**config.mk**
```make
export PLATFORM = sky130hd
export DESIGN_NAME = branch_resolve_ctrl_flat
export DESIGN_NICKNAME = d
export VERILOG_FILES = /design/src/rtl/branch_resolve_ctrl_if.sv /design/src/rtl/branch_resolve_ctrl.sv /design/src/flat_wrapper.sv
export SDC_FILE = /design/constraint.sdc
export NUM_CORES = 1
export LEC_CHECK = 0
export ABC_CLOCK_PERIOD_IN_PS = 2500
export BUFFER_PORTS_ARGS = -buffer_cell sky130_fd_sc_hd__buf_2
export CORE_UTILIZATION = 50
export CTS_BUF_LIST = sky130_fd_sc_hd__clkbuf_16
export DETAILED_ROUTE_END_ITERATION = 10
export GPL_TIMING_DRIVEN = 0
export PLACE_DENSITY = 0.84
export SKIP_CTS_REPAIR_TIMING = 1
export SYNTH_ARGS = -nofsm -noshare
export SYNTH_HDL_FRONTEND = slang
export SYNTH_SLANG_ARGS = --single-unit
export TNS_END_PERCENT = 20
```
**constraint.sdc**
```tcl
create_clock -name clk -period 2.5 [get_ports clk]
set_input_delay 0.125 -clock clk [delete_from_list [all_inputs] [get_ports clk]]
set_output_delay 0.125 -clock clk [all_outputs]
set_load 0.01 [all_outputs]
```
**src/rtl/branch_resolve_ctrl_if.sv**
```systemverilog
// Bus between ID/EX, IF and the EX-stage branch resolution controller.
// The master drives the branch and fetch-lookup fields; the slave returns control and redirect information.
interface branch_resolve_ctrl_if #(
  parameter int CNT_W = 16
) ();
  logic             br_valid;
  logic [31:0]      br_pc;
  logic [31:0]      br_imm;
  logic [2:0]       br_funct3;
  logic [31:0]      br_op1;
  logic [31:0]      br_op2;
  logic             ops_ready;
  logic             br_pred_taken;
  logic [31:0]      if_pc;
  logic             if_pred_taken;
  logic             stall_o;
  logic             br_done;
  logic             redirect_valid;
  logic [31:0]      redirect_pc;
  logic             flush_o;
  logic             illegal_cond;
  logic [CNT_W-1:0] mispredict_cnt;

  modport master (
    output br_valid, br_pc, br_imm, br_funct3, br_op1, br_op2, ops_ready, br_pred_taken, if_pc,
    input  if_pred_taken, stall_o, br_done, redirect_valid, redirect_pc, flush_o, illegal_cond,
           mispredict_cnt
  );

  modport slave (
    input  br_valid, br_pc, br_imm, br_funct3, br_op1, br_op2, ops_ready, br_pred_taken, if_pc,
    output if_pred_taken, stall_o, br_done, redirect_valid, redirect_pc, flush_o, illegal_cond,
           mispredict_cnt
  );
endinterface

```
**src/rtl/branch_resolve_ctrl.sv**
```systemverilog
// EX-stage RV32I conditional-branch resolver: condition evaluation, redirect and multi-cycle flush.
// Optional 2-bit branch history table enabled by defining BRANCH_PRED_EN.
module branch_resolve_ctrl #(
  parameter int FLUSH_CYCLES = 2,
  parameter int BHT_ENTRIES  = 64,
  parameter int CNT_W        = 16
) (
  input logic                 clk,
  input logic                 rst_n,
  branch_resolve_ctrl_if.slave bus
);

  localparam int IDX_W = $clog2(BHT_ENTRIES);
  localparam int FC_W  = (FLUSH_CYCLES > 1) ? $clog2(FLUSH_CYCLES) : 1;
  localparam logic [FC_W-1:0]  FLUSH_LAST = FC_W'(FLUSH_CYCLES - 1);
  localparam logic [CNT_W-1:0] CNT_MAX    = {CNT_W{1'b1}};

  typedef enum logic [1:0] {
    IDLE  = 2'd0,
    WAIT  = 2'd1,
    FLUSH = 2'd2
  } state_t;

  function automatic logic cond_eval(input logic [2:0] f3, input logic [31:0] a, input logic [31:0] b);
    logic res;
    case (f3)
      3'b000:  res = (a == b);
      3'b001:  res = (a != b);
      3'b100:  res = ($signed(a) < $signed(b));
      3'b101:  res = ($signed(a) >= $signed(b));
      3'b110:  res = (a < b);
      3'b111:  res = (a >= b);
      default: res = 1'b0;
    endcase
    return res;
  endfunction

  state_t           state_r;
  logic [FC_W-1:0]  flush_cnt_r;
  logic             br_done_r;
  logic             redirect_valid_r;
  logic [31:0]      redirect_pc_r;
  logic             flush_r;
  logic             illegal_r;
  logic [CNT_W-1:0] cnt_r;

  logic             accept_s;
  logic             taken_s;
  logic             illegal_s;
  logic             mispredict_s;
  logic [31:0]      sum_s;
  logic [31:0]      target_s;
  logic             unused_s;

  // Branch outcome and corrected target for the branch currently in EX.
  always_comb begin
    accept_s     = 1'b0;
    taken_s      = cond_eval(bus.br_funct3, bus.br_op1, bus.br_op2);
    illegal_s    = (bus.br_funct3 == 3'b010) || (bus.br_funct3 == 3'b011);
    mispredict_s = taken_s != bus.br_pred_taken;
    if (taken_s) begin
      sum_s = bus.br_pc + bus.br_imm;
    end else begin
      sum_s = bus.br_pc + 32'd4;
    end
    target_s = {sum_s[31:1], 1'b0};
    if ((state_r == IDLE) || (state_r == WAIT)) begin
      accept_s = bus.br_valid & bus.ops_ready;
    end else begin
      accept_s = 1'b0;
    end
  end

  // Resolution FSM with registered pulses, redirect, flush window and mispredict statistics.
  always_ff @(posedge clk or negedge rst_n) begin
    if (!rst_n) begin
      state_r          <= IDLE;
      flush_cnt_r      <= '0;
      br_done_r        <= 1'b0;
      redirect_valid_r <= 1'b0;
      redirect_pc_r    <= 32'd0;
      flush_r          <= 1'b0;
      illegal_r        <= 1'b0;
      cnt_r            <= '0;
    end else begin
      br_done_r        <= 1'b0;
      redirect_valid_r <= 1'b0;
      illegal_r        <= 1'b0;
      case (state_r)
        IDLE, WAIT: begin
          if (accept_s) begin
            br_done_r <= 1'b1;
            illegal_r <= illegal_s;
            if (mispredict_s) begin
              redirect_valid_r <= 1'b1;
              redirect_pc_r    <= target_s;
              flush_r          <= 1'b1;
              flush_cnt_r      <= FLUSH_LAST;
              state_r          <= FLUSH;
              if (cnt_r != CNT_MAX) begin
                cnt_r <= cnt_r + {{(CNT_W-1){1'b0}}, 1'b1};
              end
            end else begin
              state_r <= IDLE;
            end
          end else if (bus.br_valid) begin
            state_r <= WAIT;
          end else begin
            state_r <= IDLE;
          end
        end
        // Wrong-path branches arriving here are deliberately ignored.
        FLUSH: begin
          if (flush_cnt_r == '0) begin
            flush_r <= 1'b0;
            state_r <= IDLE;
          end else begin
            flush_cnt_r <= flush_cnt_r - {{(FC_W-1){1'b0}}, 1'b1};
          end
        end
        default: begin
          flush_r <= 1'b0;
          state_r <= IDLE;
        end
      endcase
    end
  end

  assign bus.stall_o        = bus.br_valid & ~bus.ops_ready & (state_r != FLUSH);
  assign bus.br_done        = br_done_r;
  assign bus.redirect_valid = redirect_valid_r;
  assign bus.redirect_pc    = redirect_pc_r;
  assign bus.flush_o        = flush_r;
  assign bus.illegal_cond   = illegal_r;
  assign bus.mispredict_cnt = cnt_r;
  assign unused_s           = ^{bus.if_pc, 32'(IDX_W)};

`ifdef BRANCH_PRED_EN
  logic [1:0]       bht_r [BHT_ENTRIES];
  logic [IDX_W-1:0] wr_idx_s;
  logic [IDX_W-1:0] rd_idx_s;

  assign wr_idx_s = bus.br_pc[IDX_W+1:2];
  assign rd_idx_s = bus.if_pc[IDX_W+1:2];

  // Saturating 2-bit history update on every accepted branch; reads see the pre-update value.
  always_ff @(posedge clk or negedge rst_n) begin
    if (!rst_n) begin
      for (int i = 0; i < BHT_ENTRIES; i++) begin
        bht_r[i] <= 2'b01;
      end
    end else if (accept_s) begin
      if (taken_s && (bht_r[wr_idx_s] != 2'b11)) begin
        bht_r[wr_idx_s] <= bht_r[wr_idx_s] + 2'b01;
      end else if (!taken_s && (bht_r[wr_idx_s] != 2'b00)) begin
        bht_r[wr_idx_s] <= bht_r[wr_idx_s] - 2'b01;
      end
    end
  end

  assign bus.if_pred_taken = bht_r[rd_idx_s][1];
`else
  assign bus.if_pred_taken = 1'b0;
`endif

endmodule

```
**src/flat_wrapper.sv**
```systemverilog
// flat-port wrapper written by rule: the top's interface ports become plain ports
module branch_resolve_ctrl_flat 
#(
  parameter int FLUSH_CYCLES = 2,
  parameter int BHT_ENTRIES  = 64,
  parameter int CNT_W        = 16
)
  (clk, rst_n, bus_br_valid, bus_br_pc, bus_br_imm, bus_br_funct3, bus_br_op1, bus_br_op2, bus_ops_ready, bus_br_pred_taken, bus_if_pc, bus_if_pred_taken, bus_stall_o, bus_br_done, bus_redirect_valid, bus_redirect_pc, bus_flush_o, bus_illegal_cond, bus_mispredict_cnt);
  branch_resolve_ctrl_if #(.CNT_W(CNT_W)) bus_i ();
  input logic clk;
  input logic rst_n;
  input wire logic [$bits(bus_i.br_valid)-1:0] bus_br_valid;
  input wire logic [$bits(bus_i.br_pc)-1:0] bus_br_pc;
  input wire logic [$bits(bus_i.br_imm)-1:0] bus_br_imm;
  input wire logic [$bits(bus_i.br_funct3)-1:0] bus_br_funct3;
  input wire logic [$bits(bus_i.br_op1)-1:0] bus_br_op1;
  input wire logic [$bits(bus_i.br_op2)-1:0] bus_br_op2;
  input wire logic [$bits(bus_i.ops_ready)-1:0] bus_ops_ready;
  input wire logic [$bits(bus_i.br_pred_taken)-1:0] bus_br_pred_taken;
  input wire logic [$bits(bus_i.if_pc)-1:0] bus_if_pc;
  output wire logic [$bits(bus_i.if_pred_taken)-1:0] bus_if_pred_taken;
  output wire logic [$bits(bus_i.stall_o)-1:0] bus_stall_o;
  output wire logic [$bits(bus_i.br_done)-1:0] bus_br_done;
  output wire logic [$bits(bus_i.redirect_valid)-1:0] bus_redirect_valid;
  output wire logic [$bits(bus_i.redirect_pc)-1:0] bus_redirect_pc;
  output wire logic [$bits(bus_i.flush_o)-1:0] bus_flush_o;
  output wire logic [$bits(bus_i.illegal_cond)-1:0] bus_illegal_cond;
  output wire logic [$bits(bus_i.mispredict_cnt)-1:0] bus_mispredict_cnt;
  assign bus_i.br_valid = bus_br_valid;
  assign bus_i.br_pc = bus_br_pc;
  assign bus_i.br_imm = bus_br_imm;
  assign bus_i.br_funct3 = bus_br_funct3;
  assign bus_i.br_op1 = bus_br_op1;
  assign bus_i.br_op2 = bus_br_op2;
  assign bus_i.ops_ready = bus_ops_ready;
  assign bus_i.br_pred_taken = bus_br_pred_taken;
  assign bus_i.if_pc = bus_if_pc;
  assign bus_if_pred_taken = bus_i.if_pred_taken;
  assign bus_stall_o = bus_i.stall_o;
  assign bus_br_done = bus_i.br_done;
  assign bus_redirect_valid = bus_i.redirect_valid;
  assign bus_redirect_pc = bus_i.redirect_pc;
  assign bus_flush_o = bus_i.flush_o;
  assign bus_illegal_cond = bus_i.illegal_cond;
  assign bus_mispredict_cnt = bus_i.mispredict_cnt;
  branch_resolve_ctrl #(.FLUSH_CYCLES(FLUSH_CYCLES), .BHT_ENTRIES(BHT_ENTRIES), .CNT_W(CNT_W)) u_core (.clk(clk), .rst_n(rst_n), .bus(bus_i));
endmodule
```
==> flow_metrics.env, run 1 <==
export IMPL_cp_end_kind="register"
export IMPL_worstPathRequired_ns=2.68
export IMPL_grt_pass1_vias=5038
export IMPL_hp_class="in -> reg"
export IMPL_synth_edff_count=0
export IMPL_track_usage_pct=25.0
export IMPL_crit_fanout=10
export IMPL_clock_sinks=54
export IMPL_die_area_sq_mm=0.0116
export IMPL_grt_overflow=0
export IMPL_critPathMaxStageDelay_ns=0.35
export IMPL_multiInputGateArea_sq_mm=0.00426
export IMPL_p_leak_nw=3.67
export IMPL_finalMaxSlewViolations=0
export IMPL_fin_crit_ns=2.73
export IMPL_place_congestion=0.862
export IMPL_finalClockSkew_ns=0.00347
export IMPL_fin_crit_sh_pct=109
export IMPL_antenna_cells=0
export IMPL_rsz0062_at_grt="true"
export IMPL_rows=38
export IMPL_maxCapViolCount=0
export IMPL_areaGrowthSynthToFinish_pct=32.5
export IMPL_cpMaxStageDelayCell="mux2_1"
export IMPL_drtAntennaViolNets=0
export IMPL_cts_inserted_buffers=5
export IMPL_synth_distinct_cells=71
export IMPL_dr_total_vias=5541
export IMPL_crit_chain="buf_2 -> inv_1 -> ha_1 -> a21oi_1 -> o21ai_0 -> a211oi_1 -> o22ai_1 -> mux2_1 -> a21oi_2 -> mux2i_4 -> buf_4 -> buf_6 -> clkbuf_4 -> o21ai_0 -> o21ai_0 -> mux2_4"
export IMPL_p_total_mw=4.34
export IMPL_core_area_sq_mm=0.0109
export IMPL_drc=0
export IMPL_die_h_um=108
export IMPL_status="complete, but fails checks"
export IMPL_clk_pin_slew_ns=0.08
export IMPL_worstSkewPairLatency_ns=0.29
export IMPL_layout_area_seq_sq_mm=0.00135
export IMPL_h_tree_depth=2
export IMPL_place_hpwl_mm=11.7
export IMPL_grt_max_degree=55
export IMPL_crit_type="in -> reg"
export IMPL_fmax_mhz=367
export IMPL_drt_iter0_drc=300
export IMPL_synth_cells=649
export IMPL_synth_warning_count=0
export IMPL_worstPathArrival_ns=2.90
export IMPL_ys_seq_area_share_pct=24.1
export IMPL_final_layout_size_suffix_gt1_share_pct=34.5
export IMPL_synth_main_ff_cell="dfrtp_1"
export IMPL_setup_viol=43
export IMPL_post_drt_wl_per_cell_um=15.4
export IMPL_synth_area_leaders="dfrtp_1, ha_1, xnor2_1, mux2_4, a21oi_1"
export IMPL_timing_slew_headroom_pct=53.3
export IMPL_avgSynthCellArea_sq_um=8.63
export IMPL_place_ws_ns=-0.722
export IMPL_max_slew_worst_pin_slew_ns=0.701
export IMPL_timing_final_ws_setup_ns=-0.226
export IMPL_ir_drop_v=0.000375
export IMPL_final_common_cell="buf_2"
export IMPL_ys_ff_latch=54
export IMPL_cts_tree="yes"
export IMPL_root_buffer="clkbuf_16"
export IMPL_yosysTopAreaCellShare_pct=24.1
export IMPL_ioPinCount=222
export IMPL_setup_tns_ns=-6.48
export IMPL_final_cell_mix="buf_2, dfrtp_1, nand2_1"
export IMPL_drt_pass1_iterations=5
export IMPL_synthArstFlopShare_pct=100
export IMPL_grt_pass1_wl_mm=23.3
export IMPL_nets=1090
export IMPL_die_w_um=108
export IMPL_power_density_mw_per_mm2=585
export IMPL_initial_core_util_pct=51.4
export IMPL_violations="setup timing"
export IMPL_fin_util_pct=68.1
export IMPL_crit_top_cell="o21ai_0"
export IMPL_portBuffers=187
export IMPL_final_hold_violation_count=0
export IMPL_worstSetupStartpointType="input port"
export IMPL_synth_top_area_cell="dfrtp_1"
export IMPL_syn_area_sq_mm=0.00560
export IMPL_cts_max_path_buffers=2
export IMPL_vias_per_cell=5.55
export IMPL_grt_antenna_before_repair=0
export IMPL_routed_wl_mm=15.3
export IMPL_fillers=887
==> metal layers <==
layer / GRT usage (%) / vias up / part of all wire (%)
li1: - / 2755 / -
met5: 0 / - / 0
met3: 4.30 / 29 / 6.1
met4: 5.87 / 0 / 2.4
met1: 31.8 / 2553 / 43
met2: 44.0 / 204 / 49
==> sequential cells by signal, indices dropped and copies added (netlist names) <==
signal,flops
u_core.bus.redirect_pc,31
u_core.bus.mispredict_cnt,16
u_core.state_r,2
u_core.bus.br_done,1
u_core.bus.flush_o,1
u_core.bus.illegal_cond,1
u_core.bus.redirect_valid,1
u_core.flush_cnt_r,1
==> critical path: cells and delay by family <==
| kind | cells | cell delay [ns] |
|---|---|---|
| buffers and inverters | 5 | 0.60 |
| adders and majority gates | 1 | 0.30 |
| muxes | 3 | 0.77 |
| AOI/OAI and AO/OA | 7 | 1.09 |
==> cell type report <==
| class | count | share of cell area (%) |
|---|---|---|
| repair buffers | 201 | 15.0 |
| clock inverters | 3 | 0.641 |
| well taps | 140 | 2.36 |
| flip-flops and latches | 54 | 18.2 |
| inverters | 49 | 2.68 |
| multi-input cells | 527 | 57.4 |
| clock buffers | 5 | 1.69 |
| plain buffers | 19 | 1.99 |
==> power by group <==
group | internal [mW] | switching (mW)
registers | 1.18 | 0.228
clock network | 0.480 | 0.352
logic | 1.06 | 1.04
==> final timing paths <==
check / from / endpoint / slack (ns) / cells past startpoint
setup / recovery: bus_br_op2[21] / u_core.bus.redirect_pc[24] / -0.23 / 16
hold / removal: bus_br_funct3[2] / u_core.bus.illegal_cond / 0.07 / 2
setup reg to reg: u_core.bus.mispredict_cnt[3] / u_core.bus.mispredict_cnt[13] / 0.32 / 10
hold reg to reg: u_core.state_r[1] / u_core.state_r[0] / 0.47 / 1
max in group asynchronous: rst_n / u_core.bus.redirect_pc[8] / 1.62 / 2
min in group asynchronous: rst_n / u_core.bus.mispredict_cnt[12] / 0.42 / 2
==> kinds of logic after synthesis <==
logic type | after synthesis | synth area share (%)
other cells | 1 | 0.0670
flops | 54 | 24.1
fa+ha+maj | 65 | 14.7
buf+inv | 69 | 5.50
mux | 33 | 8.25
simple gates | 193 | 17.6
xor+xnor | 68 | 10.8
compound gates | 166 | 19.0
==> metrics by stage <==
| step | instances | hold WS, ns | area (sq um) |
|---|---|---|---|
| detailed placement | 977 | 0.367 | 6840 |
| finish | 998 | 0.0746 | 7420 |
| CTS | 985 | 0.0570 | 7010 |
| global placement | 977 | 0.365 | 6840 |
| floorplan | 650 | -0.171 | 5720 |
| global route | 998 | 0.0691 | 7420 |
==> cells in the mapped netlist, types with 7 or more instances <==
cell and n:
a21oi_1 50, dfrtp_1 54, nor2_1 35, o21a_1 7, nand4_1 25, ha_1 64
nor2b_1 8, xor2_1 24, mux2_4 22, nor3_1 9, inv_1 49, nand3_1 20
a21o_1 15, clkbuf_1 9, nand2_1 55, and3_1 13, xnor2_1 43, o21ai_0 44
Power figures use the tool's default switching activity.
==> inputs of run 2 (changes only) <==
- CORE_UTILIZATION: 50 -> 48
- PLACE_DENSITY: 0.84 -> 0.81
==> run 2 against run 1 <==
- the flow still finishes with violations (setup timing)
- via count decreased by 2.0%
- critical path depth decreased by 3
- clock-buffer cell count stayed put
- largest power group unchanged
==> flow_metrics.env, run 2 (synthesis results as in run 1) <==
export IMPL_dr_total_vias=5431
export IMPL_timing_final_ws_setup_ns=-0.305
export IMPL_die_area_sq_mm=0.0121
export IMPL_reg2reg_to="u_core.bus.mispredict_cnt[8]"
export IMPL_cp_end_kind="register"
export IMPL_power_density_mw_per_mm2=583
export IMPL_die_w_um=110
export IMPL_drt_pass1_iterations=5
export IMPL_max_slew_worst_pin_slew_ns=1.23
export IMPL_post_drt_wl_per_cell_um=14.9
export IMPL_hold_path_startpoint="bus_br_funct3[2]"
export IMPL_clock_sinks=54
export IMPL_grt_max_degree=55
export IMPL_maxCapViolCount=0
export IMPL_worstPathArrival_ns=2.99
export IMPL_finalClockSkew_ns=0.00986
export IMPL_final_layout_size_suffix_gt1_share_pct=34.2
export IMPL_largest_reg_flops=31
export IMPL_whs_path_depth=2
export IMPL_worstSkewPairLatency_ns=0.30
export IMPL_antenna_cells=0
export IMPL_crit_type="in -> reg"
export IMPL_hp_class="in -> reg"
export IMPL_place_hpwl_mm=11.7
export IMPL_final_hold_violation_count=0
export IMPL_cts_inserted_buffers=5
export IMPL_placed_area_sq_mm=0.00684
export IMPL_core_area_sq_mm=0.0114
export IMPL_timing_slew_headroom_pct=18.0
export IMPL_status="complete, but fails checks"
export IMPL_cts_tree="yes"
export IMPL_crit_fanout=10
export IMPL_routed_wl_mm=14.9
export IMPL_final_common_cell="buf_2"
export IMPL_hold_end="u_core.bus.illegal_cond"
export IMPL_grt_antenna_before_repair=0
export IMPL_drtAntennaViolNets=0
export IMPL_fin_crit_ns=2.80
export IMPL_reg2reg_depth=10
export IMPL_root_buffer="clkbuf_16"
export IMPL_rows=39
export IMPL_worstPathRequired_ns=2.68
export IMPL_rsz0062_at_grt="true"
export IMPL_areaGrowthSynthToFinish_pct=31.1
export IMPL_stdcell_area_sq_mm=0.00734
export IMPL_cts_max_path_buffers=2
export IMPL_setup_tns_ns=-9.36
export IMPL_track_usage_pct=23.9
export IMPL_fin_crit_sh_pct=112
export IMPL_drc=0
export IMPL_grt_overflow=0
export IMPL_die_h_um=110
export IMPL_h_tree_depth=2
export IMPL_reg2reg_from="u_core.bus.mispredict_cnt[4]"
export IMPL_layout_area_seq_sq_mm=0.00135
export IMPL_vias_per_cell=5.43
export IMPL_ir_drop_v=0.000525
export IMPL_place_congestion=0.875
export IMPL_worstSetupStartpointType="input port"
export IMPL_crit_chain="buf_2 -> ha_4 -> nand4_1 -> nor4_4 -> nand4b_1 -> xor2_1 -> nor3_2 -> a21oi_2 -> mux2i_4 -> xor2_4 -> and2_4 -> buf_12 -> mux2_4"
export IMPL_portBuffers=187
export IMPL_violations="setup timing"
export IMPL_fin_util_pct=64.6
export IMPL_ioPinCount=222
export IMPL_final_cell_mix="buf_2, ha_1, dfrtp_1"
export IMPL_finalMaxSlewViolations=0
export IMPL_cpMaxStageDelayCell="nor4_4"
export IMPL_place_inst=980
export IMPL_p_leak_nw=3.67
export IMPL_grt_pass1_wl_mm=22.9
export IMPL_rrSetupSlack_ns=0.39
export IMPL_fmax_mhz=357
export IMPL_critPathMaxStageDelay_ns=0.40
export IMPL_setup_viol=50
export IMPL_initial_core_util_pct=49.2
export IMPL_drt_iter0_drc=271
export IMPL_fillers=966
export IMPL_nets=1089
export IMPL_clk_pin_slew_ns=0.07
export IMPL_multiInputGateArea_sq_mm=0.00421
export IMPL_fin_cells=1000
export IMPL_p_total_mw=4.28
export IMPL_grt_pass1_vias=5071
run 2: power by group:
| part | switching, mW | internal (mW) |
|---|---|---|
| clock network | 0.335 | 0.474 |
| registers | 0.219 | 1.18 |
| logic | 1.02 | 1.05 |
| total | 1.57 | 2.70 |
run 2: how the worst max path moves through the flow:
stage,start,endpoint,slack (ns),depth (start not counted)
floorplan,bus_br_op2[27],u_core.bus.redirect_pc[12],-0.13,13
global placement,bus_br_op2[27],u_core.bus.redirect_pc[11],-0.67,13
detailed placement,bus_br_imm[1],u_core.bus.redirect_pc[28],-0.69,13
CTS,bus_br_imm[1],u_core.bus.redirect_pc[28],-0.40,13
global route,bus_br_op1[26],u_core.bus.redirect_pc[8],-0.40,13
finish,bus_br_op1[26],u_core.bus.redirect_pc[8],-0.30,13
run 2: per-stage QoR:
step / setup WS, ns / hold slack [ns]
2_1_floorplan: -0.133 / -0.171
3_3_place_gp: -0.672 / 0.368
3_5_place_dp: -0.689 / 0.375
4_1_cts: -0.401 / 0.0687
5_1_grt: -0.404 / 0.0764
6_report: -0.305 / 0.0679
run 2: routing by layer:
layer	global-route usage (%)	routed length (um)	part of all wire, %
met1	30.3	6550	44
met5	0	0	0
met3	3.64	956	6.4
met2	40.9	7090	47
met4	8.67	336	2.2
run 2: layout make-up:
| cell class | instances | area share (%) |
|---|---|---|
| multi-input combinational | 527 | 57.4 |
| clock buffer | 5 | 1.70 |
| clock inverter | 3 | 0.580 |
| buffer | 19 | 2.06 |
| timing repair buffer | 200 | 14.7 |
| inverter | 49 | 2.71 |
| sequential | 54 | 18.4 |
| tap | 143 | 2.44 |
run 2: worst max-delay path: cells and delay by family:
| family | cells | cell delay, ns |
|---|---|---|
| AOI/OAI and AO/OA | 1 | 0.07 |
| and+or+nand+nor | 5 | 1.16 |
| adders and majority gates | 1 | 0.26 |
| buffers and inverters | 2 | 0.28 |
| muxes | 2 | 0.69 |
| xor gates and xnor gates | 2 | 0.40 |
